**config.mk**
```make
export PLATFORM = sky130hd
export DESIGN_NAME = m_dram_dcache
export DESIGN_NICKNAME = d
export VERILOG_FILES = /design/src/rtl/m_dram_dcache.sv
export SDC_FILE = /design/constraint.sdc
export NUM_CORES = 1
export LEC_CHECK = 0
export ABC_AREA = 1
export ABC_CLOCK_PERIOD_IN_PS = 6150
export CORE_UTILIZATION = 65
export DETAILED_ROUTE_END_ITERATION = 8
export MAX_ROUTING_LAYER = met4
export PLACE_DENSITY_LB_ADDON = 0.08
export SETUP_SLACK_MARGIN = 0.02
export SYNTH_ARGS = -nofsm -noshare
export SYNTH_HDL_FRONTEND = slang
export SYNTH_SLANG_ARGS = --single-unit
```
**constraint.sdc**
```tcl
create_clock -name i_clk -period 6.15 [get_ports i_clk]
set_input_delay 0.9225 -clock i_clk [delete_from_list [all_inputs] [get_ports i_clk]]
set_output_delay 0.9225 -clock i_clk [all_outputs]
set_load 0.005 [all_outputs]
```
**src/rtl/m_dram_dcache.sv**
```systemverilog
// Direct-mapped, write-through, one-word-line data cache in front of the stalling pseudo-DRAM.
// Misses issue one read strobe and stall the core. Sub-word stores become read-modify-write.
module m_dram_dcache #(
  parameter int unsigned ADDR_W  = 32,
  parameter int unsigned IDX_W   = 4,
  parameter int unsigned DRAM_AW = 11
) (
  input  logic              i_clk,
  input  logic              i_rst,
  input  logic [ADDR_W-1:0] c_addr,
  input  logic [31:0]       c_wdata,
  input  logic [3:0]        c_we,
  input  logic              c_re,
  output logic [31:0]       c_rdata,
  output logic              c_stall,
  output logic [ADDR_W-1:0] m_addr,
  output logic [31:0]       m_wdata,
  output logic [3:0]        m_we,
  output logic              m_oe,
  input  logic [31:0]       m_rdata,
  input  logic              m_stall
);

  localparam int unsigned TagW  = ADDR_W - IDX_W - 2;
  localparam int unsigned Lines = 1 << IDX_W;

  if (DRAM_AW + 2 > ADDR_W) begin : g_bad_dram_aw
    $error("DRAM_AW does not fit in ADDR_W");
  end

  typedef enum logic {StIdle, StWait} state_e;

  state_e            state_q;
  logic [Lines-1:0]  valid_q;
  logic [TagW-1:0]   tag_q  [Lines];
  logic [31:0]       data_q [Lines];
  logic [ADDR_W-3:0] miss_word_q;

  logic [IDX_W-1:0] idx;
  logic [TagW-1:0]  tag;
  logic             hit, store, full_store, issue;
  logic [31:0]      line_word, merged;
  logic             line_we;
  logic [IDX_W-1:0] line_idx;
  logic [TagW-1:0]  line_tag;
  logic [31:0]      line_wdata;
  logic             unused_addr_lsb;

  assign unused_addr_lsb = ^c_addr[1:0];
  assign idx        = c_addr[IDX_W+1:2];
  assign tag        = c_addr[ADDR_W-1:IDX_W+2];
  assign line_word  = data_q[idx];
  assign hit        = valid_q[idx] && (tag_q[idx] == tag);
  assign store      = |c_we;
  assign full_store = &c_we;

  // Store lanes override the cached word; with all lanes enabled this is just c_wdata.
  always_comb begin
    merged = line_word;
    for (int b = 0; b < 4; b++) begin
      if (c_we[b]) merged[8*b +: 8] = c_wdata[8*b +: 8];
    end
  end

  always_comb begin
    c_rdata    = '0;
    c_stall    = 1'b0;
    m_addr     = {c_addr[ADDR_W-1:2], 2'b00};
    m_wdata    = merged;
    m_we       = 4'h0;
    m_oe       = 1'b0;
    issue      = 1'b0;
    line_we    = 1'b0;
    line_idx   = idx;
    line_tag   = tag;
    line_wdata = merged;
    unique case (state_q)
      StIdle: begin
        if (full_store || (store && hit)) begin
          m_we    = 4'hF;
          line_we = 1'b1;
        end else if ((store || c_re) && !hit) begin
          c_stall = 1'b1;
          // A busy DRAM may still be finishing a read abandoned by reset.
          if (!m_stall) begin
            m_oe  = 1'b1;
            issue = 1'b1;
          end
        end else if (c_re) begin
          c_rdata = line_word;
        end
      end
      StWait: begin
        c_stall    = 1'b1;
        m_addr     = {miss_word_q, 2'b00};
        line_idx   = miss_word_q[IDX_W-1:0];
        line_tag   = miss_word_q[ADDR_W-3:IDX_W];
        line_wdata = m_rdata;
        line_we    = !m_stall;
      end
      default: ;
    endcase
    if (i_rst) begin
      m_oe    = 1'b0;
      m_we    = 4'h0;
      issue   = 1'b0;
      line_we = 1'b0;
    end
  end

  always_ff @(posedge i_clk) begin
    if (i_rst) begin
      state_q <= StIdle;
      valid_q <= '0;
    end else begin
      if (line_we) begin
        valid_q[line_idx] <= 1'b1;
        tag_q[line_idx]   <= line_tag;
        data_q[line_idx]  <= line_wdata;
      end
      unique case (state_q)
        StIdle: begin
          if (issue) begin
            state_q     <= StWait;
            miss_word_q <= c_addr[ADDR_W-1:2];
          end
        end
        StWait: begin
          if (!m_stall) state_q <= StIdle;
        end
        default: state_q <= StIdle;
      endcase
    end
  end

endmodule
```
==> results.json <==
{
  "htreeDepth": 3,
  "globalplace.congestion": 0.867,
  "tritoncts": "yes",
  "pwr-share-seq": 0.516,
  "initialDrtViolationCount": 3378,
  "r2r-start": "tag_q[4][20]",
  "die_y_um": 252,
  "worst_pin_slew_ns": 1.27,
  "top_usage_layer": "met2",
  "clk_pin_slew_ns": 0.06,
  "r2r_slack_ns": 2.17,
  "hold_buffers": 0,
  "timing.critical_path.arrival_ns": 4.73,
  "firstDrtPassIters": 5,
  "worstSetupPathType": "primary input to output port",
  "rsz0062_at_grt": "no",
  "post_drt_wl_per_cell_um": 22.7,
  "p_sw_mw": 3.13,
  "cts.path.max_buffers": 3,
  "leakagePower_nw": 17.0,
  "slew_headroom": 0.150,
  "skew_ns": 0.0156,
  "grt_start_max_net_pins": 215,
  "grt_pass1_vias": 27100,
  "drt_wl_total_um": 104000,
  "fmax_mhz": 177,
  "clock-root-buffer": "clkbuf_16",
  "synth.avg_cell_area_um2": 11.5,
  "maxCapViolations": 0,
  "hp-start": "valid_q[8]",
  "ys.warnings.count": 0,
  "port_buffers": 201,
  "antenna_found_initial": 0,
  "via_count": 28200,
  "grt-ovfl-total": 0,
  "cp-start-kind": "primary input",
  "combPwrFrac": 0.075,
  "clockPowerShare": 0.408,
  "outcome": "finished, final reports clean",
  "grt_pass1_wl_um": 156000,
  "setup.worst_path.end": "c_rdata[17]",
  "stdcell_area_um2": 46900,
  "period_share": 0.919,
  "dieWidth_um": 252,
  "gr-usage-met3": 0.0425,
  "worstPathRequired_ns": 5.23,
  "coreArea_um2": 61700,
  "gr-usage-met1": 0.441,
  "grt_usage": 0.339,
  "cts_num_sinks": 975,
  "grt_use_met2": 0.551,
  "start_util": 0.657,
  "internal_power_mw": 11.3,
  "seq_area_frac_synth": 0.718,
  "hp-class": "flip-flop to flip-flop",
  "min_period_ns": 5.65,
  "nets": 3792,
  "via_per_inst": 6.14,
  "reg2reg_to": "tag_q[10][1]",
  "ys_types": 23,
  "diodes": 0,
  "syn_area_um2": 40600,
  "cp_max_fo": 71,
  "crit_start": "c_addr[2]",
  "cts_buffers": 95,
  "cts_resized": 0,
  "tns_ns": 0,
  "drc": 0,
  "io_pins": 206,
  "rows": 91,
  "dieArea_um2": 63400,
  "ys_ff_latch": 975,
  "fin_util": 0.759,
  "syn_inst": 3529,
  "vdd_drop_max_mv": 0.333,
  "dp_hpwl_um": 54200,
  "hold_viol": 0,
  "hold_depth": 2,
  "p_per_area_nw_per_um2": 309,
  "rr_worst_depth": 18,
  "syn2layout_area_growth_pct": 15.5,
  "insertion_delay_ns": 0.64,
  "power_switching_share": 0.217,
  "drv_slew": 0,
  "cp-end-kind": "output port",
  "final_antenna_net_count": 0,
  "postCtsSetupBuffers": 0,
  "placed_area_um2": 43700,
  "drive_gt1_frac": 0.0705,
  "setup_viol": 0
}
[power by group through the flow]
| stage | logic (mW) | registers (mW) | clock network, mW |
|---|---|---|---|
| 3_5_place_dp | 1.07 | 7.60 | 0 |
| 3_3_place_gp | 1.03 | 7.60 | 0 |
| 2_1_floorplan | 0.622 | 7.60 | 0 |
| 6_report | 1.09 | 7.46 | 5.90 |
| 4_1_cts | 1.07 | 7.46 | 5.94 |
| 5_1_grt | 1.18 | 7.46 | 6.19 |
[cell usage after synthesis (all sizes together)]
cell type / n / area, µm²
o211ai: 66 / 495
nor2: 377 / 1420
dfxtp: 17 / 340
nand2: 740 / 2780
a211oi: 1 / 7.51
a21oi: 17 / 85.1
o21ai: 365 / 1830
or2: 7 / 43.8
buf: 98 / 485
edfxtp: 958 / 28800
inv: 283 / 1060
o221ai: 97 / 850
nor3: 32 / 160
o22ai: 33 / 206
conb: 1 / 3.75
nor4: 1 / 6.26
clkbuf: 134 / 503
nand3: 302 / 1520
[per-layer routing]
layer | share of wire | up-vias
li1 | - | 12700
met1 | 0.38 | 13500
met2 | 0.49 | 1694
met3 | 0.097 | 261
met4 | 0.034 | 0
met5 | 0 | -
[stage by stage]
stage	total power [mW]	hold WS (ns)	setup slack, ns	std cells
after floorplan	8.22	0.427	1.97	3530
after global placement	8.63	0.435	0.578	4428
after detailed placement	8.67	0.442	0.530	4428
after CTS	14.5	0.451	0.500	4595
after global routing	14.8	0.461	0.203	4595
final	14.5	0.456	0.495	4595
[state kept, by name, indices dropped and copies added (netlist names)]
register / cells
data_q: 512
tag_q: 416
miss_word_q: 30
state_q: 1
valid_q: 16
[layout by cell type (no fill, tap or decap), types with 33 or more instances in the layout]
| master | Yosys | layout |
|---|---|---|
| o21ai_0 | 330 | 327 |
| inv_1 | 281 | 262 |
| buf_4 | 10 | 67 |
| clkinv_2 | 0 | 38 |
| nor2_1 | 377 | 376 |
| clkbuf_16 | 0 | 97 |
| clkdlybuf4s50_1 | 0 | 197 |
| nand3_1 | 301 | 300 |
| o21ai_1 | 35 | 38 |
| o211ai_1 | 66 | 66 |
| edfxtp_1 | 958 | 958 |
| o22ai_1 | 33 | 33 |
| nand2_1 | 740 | 740 |
| o221ai_1 | 97 | 97 |
[worst min path at each step]
| stage | endpoint | slack (ns) |
|---|---|---|
| 5_1_grt | valid_q[8] | 0.46 |
| 3_3_place_gp | valid_q[4] | 0.44 |
| 2_1_floorplan | valid_q[4] | 0.43 |
| 3_5_place_dp | valid_q[0] | 0.44 |
| 4_1_cts | valid_q[0] | 0.45 |
| 6_report | valid_q[8] | 0.46 |
[cell families (layout without fill, tap and decap cells)]
| logic type | Yosys count | in the layout | synth area share |
|---|---|---|---|
| buf+inv | 515 | 743 | 0.0506 |
| other cells | 1 | 2 | 0.0000925 |
| simple gates | 1459 | 1459 | 0.146 |
| flops | 975 | 975 | 0.718 |
| compound gates | 579 | 579 | 0.0856 |
[worst max-delay path, cell delays in order]
cell and delay (ns):
buf_8 0.38, buf_4 0.62, nor2_1 0.14, nor2_1 0.14
nand2_1 0.07, nand3_1 0.06, nand3_1 0.11, nand2_1 0.10
nand2_1 0.06, nand2_1 0.10, nand3_1 0.10, nor2_1 0.20
nand2_1 0.12, nor2_1 0.30, nand3_2 0.11, buf_4 0.26
nor3_1 0.28, clkdlybuf4s50_1 0.55
[area by class of cell]
| class | instances | area, µm² |
|---|---|---|
| timing repair buffer | 293 | 3040 |
| sequential | 975 | 29100 |
| fill | 3849 | 14900 |
| clock buffer | 118 | 2540 |
| tap | 837 | 1050 |
| clock inverter | 49 | 608 |
| inverter | 283 | 1100 |
| multi-input combinational | 2040 | 9410 |
No activity file was read; power rests on OpenSTA's default activity.
